**config.mk**
```make
export PLATFORM = sky130hd
export DESIGN_NAME = click_decoder
export DESIGN_NICKNAME = d
export VERILOG_FILES = /design/src/rtl/click_decoder_pkg.sv /design/src/rtl/click_decoder_window_timer.sv /design/src/rtl/click_decoder.sv
export SDC_FILE = /design/constraint.sdc
export NUM_CORES = 1
export LEC_CHECK = 0
export CAP_MARGIN = 10
export CORE_MARGIN = 3
export CORE_UTILIZATION = 55
export DETAILED_ROUTE_END_ITERATION = 7
export DONT_BUFFER_PORTS = 1
export GPL_TIMING_DRIVEN = 0
export PLACE_DENSITY = 0.84
export SLEW_MARGIN = 20
export SYNTH_ARGS = -nofsm -noshare
export SYNTH_HDL_FRONTEND = slang
export SYNTH_HIERARCHICAL = 1
export SYNTH_SLANG_ARGS = --single-unit
export TNS_END_PERCENT = 100
```
**constraint.sdc**
```tcl
create_clock -name sysclk -period 1.97 [get_ports sysclk]
set_input_delay 0.197 -clock sysclk [delete_from_list [all_inputs] [get_ports sysclk]]
set_output_delay 0.197 -clock sysclk [all_outputs]
set_load 0.02 [all_outputs]
```
**src/rtl/click_decoder_pkg.sv**
```systemverilog
// Shared constants for the click decoder: state encoding and the default quiet window,
// kept alongside the debouncer's clock-division settings so both agree on timing.
package click_decoder_pkg;

    localparam logic [0:0] ST_IDLE     = 1'b0;
    localparam logic [0:0] ST_COUNTING = 1'b1;

    // 100 ms of quiet at a 125 MHz sysclk closes a burst.
    localparam int DEFAULT_WINDOW = 12_500_000;

endpackage

```
**src/rtl/click_decoder_window_timer.sv**
```systemverilog
// Quiet-window timer: synchronous clear, counts while enabled, and stops at WINDOW-1
// where it raises a terminal flag. It never wraps.
module window_timer #(
    parameter int WINDOW = 8
) (
    input  logic sysclk,
    input  logic rst_n,
    input  logic i_clear,
    input  logic i_enable,
    output logic o_terminal
);

    localparam int TMR_W = $clog2(WINDOW);

    logic [TMR_W-1:0] r_count;
    logic             w_terminal;

    assign w_terminal = (r_count == TMR_W'(WINDOW - 1));
    assign o_terminal = w_terminal;

    // Clear takes priority so a pulse arriving on the terminal cycle restarts the window.
    always_ff @(posedge sysclk or negedge rst_n) begin
        if (!rst_n) begin
            r_count <= '0;
        end else if (i_clear) begin
            r_count <= '0;
        end else if (i_enable && !w_terminal) begin
            r_count <= r_count + 1'b1;
        end
    end

endmodule

```
**src/rtl/click_decoder.sv**
```systemverilog
// Groups debounced press pulses into bursts and, after a quiet window, emits one
// classified event (count, overflow, single/double strobes) per burst.
module click_decoder
    import click_decoder_pkg::*;
#(
    parameter int WINDOW     = DEFAULT_WINDOW,
    parameter int MAX_CLICKS = 3
) (
    input  logic                             sysclk,
    input  logic                             rst_n,
    input  logic                             btn_pulse,
    output logic                             busy,
    output logic                             event_valid,
    output logic [$clog2(MAX_CLICKS+1)-1:0] click_count,
    output logic                             overflow,
    output logic                             single_click,
    output logic                             double_click
);

    localparam int CNT_W = $clog2(MAX_CLICKS + 1);

    logic [0:0]       r_state;
    logic [CNT_W-1:0] r_count;
    logic             r_ovf;
    logic             r_event_valid;
    logic [CNT_W-1:0] r_click_count;
    logic             r_overflow;
    logic             r_single_click;
    logic             r_double_click;

    logic w_counting;
    logic w_terminal;
    logic w_timer_clear;
    logic w_expire;

    assign w_counting    = (r_state == ST_COUNTING);
    assign w_timer_clear = btn_pulse || !w_counting;
    assign w_expire      = w_counting && !btn_pulse && w_terminal;

    window_timer #(
        .WINDOW (WINDOW)
    ) u_window_timer (
        .sysclk     (sysclk),
        .rst_n      (rst_n),
        .i_clear    (w_timer_clear),
        .i_enable   (w_counting),
        .o_terminal (w_terminal)
    );

    // A pulse always beats expiry; the count saturates and remembers it overflowed.
    always_ff @(posedge sysclk or negedge rst_n) begin
        if (!rst_n) begin
            r_state <= ST_IDLE;
            r_count <= '0;
            r_ovf   <= 1'b0;
        end else if (!w_counting) begin
            if (btn_pulse) begin
                r_state <= ST_COUNTING;
                r_count <= CNT_W'(1);
                r_ovf   <= 1'b0;
            end
        end else if (btn_pulse) begin
            if (r_count == CNT_W'(MAX_CLICKS)) begin
                r_ovf <= 1'b1;
            end else begin
                r_count <= r_count + 1'b1;
            end
        end else if (w_terminal) begin
            r_state <= ST_IDLE;
        end
    end

    // Strobes last one cycle; click_count holds until the next event.
    always_ff @(posedge sysclk or negedge rst_n) begin
        if (!rst_n) begin
            r_event_valid  <= 1'b0;
            r_click_count  <= '0;
            r_overflow     <= 1'b0;
            r_single_click <= 1'b0;
            r_double_click <= 1'b0;
        end else begin
            r_event_valid  <= w_expire;
            r_overflow     <= w_expire && r_ovf;
            r_single_click <= w_expire && (r_count == CNT_W'(1));
            r_double_click <= w_expire && (r_count == CNT_W'(2));
            if (w_expire) begin
                r_click_count <= r_count;
            end
        end
    end

    assign busy         = w_counting;
    assign event_valid  = r_event_valid;
    assign click_count  = r_click_count;
    assign overflow     = r_overflow;
    assign single_click = r_single_click;
    assign double_click = r_double_click;

endmodule

```
After elaboration in Yosys (flattened, before gate mapping)
Index checks and enable logic that the tools add are counted. W data, S select, Z words.

Reduce and logical (&&, ||, !) cells: 13. Add/subtract/negate cells: 2. Equal/unequal tests: 6. Muxes and demuxes: 14.

Operator list (number): $mux W24 (2); $add A24 B1 Y24 const B (1); $eq A24 B24 Y1 const B (1); $mux W1 (8); $mux W2 (4); $logic_and A1 B1 Y1 (6); $eq A2 B2 Y1 const B (2); $reduce_and A2 Y1 (2); $logic_not A1 Y1 (3); $add A2 B1 Y2 const B (1); $eq A2 B1 Y1 const B (1); $ne A2 B1 Y1 const B (1); $ne A2 B2 Y1 const B (1); $reduce_bool A2 Y1 (1); $logic_or A1 B1 Y1 (1).

Bits in registers: 34. Logic and storage cells: 44. Input port bits: 3. Output and inout bits: 7.

Depth between registers and ports, before layout
Word-level depth: 5. Depth in mapped cells: 7. Depth with buffers taken out: 6.

Hierarchy
The synthesis kept the hierarchy.

By module, submodules not included: window_timer (times used 1, sequential area each 600.6 µm², area each 1310.0 µm², cells each 141); click_decoder (times used 1, sequential area each 250.2 µm², area each 440.4 µm², cells each 34).

Worst setup path before layout
OpenSTA, ideal clock, no wires.

Path kind: reg-to-reg. Start point: register u_window_timer.r_count[9]. End point: register r_click_count[0] (netlist: click_count[0]). Data required time: 1845 ps. Cell stages (with the launch flop): 7. Path buffers: 1. Period minus slack after synthesis: 2139 ps. Slack: -169 ps. Data arrival time: 2014 ps. Setup time: 125 ps. Path through: dfrtp_1 > or4b_4 > nor4_4 > and3_1 > and3b_1 > buf_6 > mux2_4.

Longest elaborated chain between the ends: 2.

Ends and longest elaborated chain: start, declared (RTL line click_decoder_window_timer.sv:15) `logic [TMR_W-1:0] r_count;`; start signal, assigned (RTL line click_decoder_window_timer.sv:28) `r_count <= r_count + 1'b1;`; $eq A24 B24 Y1 (RTL line click_decoder_window_timer.sv:18) `assign w_terminal = (r_count == TMR_W'(WINDOW - 1));`; named net w_terminal (RTL line click_decoder.sv:32) `logic w_terminal;`; $logic_and A1 B1 Y1 (RTL line click_decoder.sv:38) `assign w_expire = w_counting && !btn_pulse && w_terminal;`; named net w_expire (RTL line click_decoder.sv:34) `logic w_expire;`; end signal, assigned (RTL line click_decoder.sv:87) `r_click_count <= r_count;`; end, declared (RTL line click_decoder.sv:26) `logic [CNT_W-1:0] r_click_count;`.

The timed path passes the listed nets, and every way through them passes these cells. A chain may end at the register's enable or synchronous reset.

Worst setup path in the final report
Start point: register u_window_timer.r_count[6]. End point: register r_click_count[1] (netlist: click_count[1]).

The elaborated chain is that of the path after synthesis.

==> reports/results.ini <==
[logic_synthesis]
synth_cell_type_count=39
synthFlopType=dfrtp_1
ys_seq_area_share_pct=48.6
avgSynthCellArea_sq_um=10.0
synth_top_area_share_pct=48.6
post-synth-top-area-cell=dfrtp_1
async_reset_ff_share_pct=100
synth_cells=175
synth-seq-cells=34
synth_nets=182
ys_warn_count=6
syn_area_sq_um=1750
synth_edf_count=0
yosys.cell_count.top_type=dfrtp_1
synth_area_leaders=dfrtp_1 (49%), xnor2_1 (4.5%), a21oi_1 (4.0%)
synth_common_cells=dfrtp_1 (34), nor2_1 (17), a21oi_1 (14)

[power_and_ir_drop]
p_leak_nw=0.875
irDropWorstVdd_v=0.000382
power.density_nw_per_um2=619
power_w=0.00134

[global_routing]
grtUsageTotal_pct=23.7
antenna_found_initial=0
overflow=0
first_global_vias=1525
grt_max_degree=35
grt_pass1_wl_um=7210

[outcome]
failed_checks=negative setup slack
status=complete, but fails checks

[placed_design]
place.gp.congestion=0.820
dp_slack_ns=-0.307
hpwlAfterDp_um=2630
io_buffers=0

[job]
drv_cap=0

[timing]
fmax_mhz=450
fin_crit_ns=2.22
layout_worst_path_cycle_share_pct=113
clock_skew_ns=0.0119
tightest_slew_ns=0.578
rsz0062_at_grt=true
slew_headroom_pct=61.5
worst_slack_ns=-0.254
setup_viol=15
maxSlewViolCount=0
finalHoldViolCount=0

[critical_path]
r2r_start=u_window_timer/r_count[6]
cp.arrival_ns=2.48
cp-start-kind=flop
path_max_fanout=6
worstSetupPathType=flop to flop
reg2reg_slack_ns=-0.25
required_ns=2.22
worst_setup_path_end_kind=flop
r2r_cells=6
r2r_end=click_count[1]

[floorplanning]
dieArea_sq_um=3900
pin_count=10
die_w_um=62.4
die_h_um=62.4
core_area_sq_um=2900
row_count=19
initial_utilization_pct=60.4

[routing]
drc=0
wl_um=4740
viasPerCell=6.32
drtAntennaViolNets=0
drt-initial-drc-count=228
wl_per_cell_um=19.2
firstDrtPassIters=7
num_vias=1562

[worst_hold_path]
holdCritStartpoint=btn_pulse
whs_path_depth=2
hold_end=double_click
min_path_type=input pin to flop

[clocking]
cts_buffer_depth=2
cts_buffers=5
path_clk_slew_ns=0.11
clkLatencyLatePin_ns=0.36
tritoncts=done
h-tree-depth=2
clock_sinks=34
cts_root_buf=clkbuf_4

[final_layout]
synthToLayoutAreaGrowth_pct=23.5
layout.nets=211
drive_above_1_share_pct=28.8
diodes=0

## sequential cells by signal (all words and copies together) (netlist names)
register,count
busy,1
click_count,2
double_click,1
event_valid,1
overflow,1
r_count,2
r_ovf,1
single_click,1
u_window_timer/r_count,24
## placed cells by master, fill, tap and decap left out, drive strengths merged, types with 2 or more instances in the layout
cell and instances:
a21oi 14, and2 3, and3 3, and4 3
buf 23, clkbuf 10, dfrtp 34, dlygate4sd3 2
ha 4, inv 6, mux2 3, nand2 10
nand3 9, nand4 7, nor2 17, nor3 5
nor4 5, o21ai 9, or3 9, or4 3
xnor2 9, xor2 2
## worst max-delay path, cell delays in order (launching register included)
cell and delay [ns]:
dfrtp_2 0.46, or4_4 0.54, nor4_4 0.28, and3_4 0.24
and3b_1 0.17, buf_6 0.12, mux2_4 0.29
## stage by stage
stage / cells / hold slack, ns / utilization, % / area, sq um / TNS [ns]
3_5_place_dp: 217 / -0.0979 / 62.3 / 1810 / -0.878
5_1_grt: 247 / 0.0174 / 74.5 / 2160 / -3.09
6_report: 247 / 0.0149 / 74.5 / 2160 / -1.99
3_3_place_gp: 217 / -0.0978 / 62.3 / 1810 / -0.471
4_1_cts: 237 / 0.0262 / 69.5 / 2020 / -0.832
2_1_floorplan: 175 / -0.0986 / - / 1750 / -0.190
## layer usage
metal,wire length [um],global-route usage (%),up-vias
met5,0,0,-
met4,228,12.9,0
met3,334,7.01,31
met2,2310,36.6,96
met1,1860,29.9,748
li1,-,-,687
## logic make-up (layout without fill, tap and decap cells)
logic type / after synthesis / count (layout) / share of synthesized area [%]
AOI/OAI and AO/OA: 29 / 29 / 9.29
xor gates and xnor gates: 11 / 11 / 5.50
adders and majority gates: 4 / 4 / 2.86
buffers and inverters: 12 / 42 / 3.43
DFF: 34 / 34 / 48.6
muxes: 4 / 4 / 3.14
and+or+nand+nor: 81 / 81 / 27.2
## repair_timing
| action | in CTS | in global routing |
|---|---|---|
| hold buffers | 3 | 0 |
| pin swaps | 10 | 12 |
| resized for setup | 15 | 19 |
| endpoints found under the setup margin | 17 | 23 |
| cloned | 1 | 0 |
| hold endpoints to repair | 37 | 0 |
| setup buffers | 8 | 12 |
## how the worst max path moves through the flow
stage | startpoint | cells past startpoint | endpoint | slack (ns)
global route | u_window_timer/r_count[6] | 6 | click_count[1] | -0.31
floorplan | u_window_timer/r_count[6] | 6 | click_count[0] | -0.09
global placement | u_window_timer/r_count[6] | 6 | click_count[0] | -0.23
CTS | u_window_timer/r_count[8] | 6 | click_count[0] | -0.21
finish | u_window_timer/r_count[6] | 6 | click_count[1] | -0.25
detailed placement | u_window_timer/r_count[6] | 6 | click_count[0] | -0.31
## layout make-up
type	count	area, sq um
Timing Repair Buffer	22	198
Inverter	6	22.5
Clock inverter	1	5.00
Buffer	6	37.5
Clock buffer	7	55.1
Multi-Input combinational cell	129	935
Sequential cell	34	857
Tap cell	42	52.6
Fill cell	195	738
## power breakdown
part | internal, W | switching [W]
logic | 0.0000730 | 0.0000839
registers | 0.000724 | 0.0000425
clock network | 0.000173 | 0.000242
total | 0.000969 | 0.000369
Note: power is estimated with default switching activity, not from simulation.
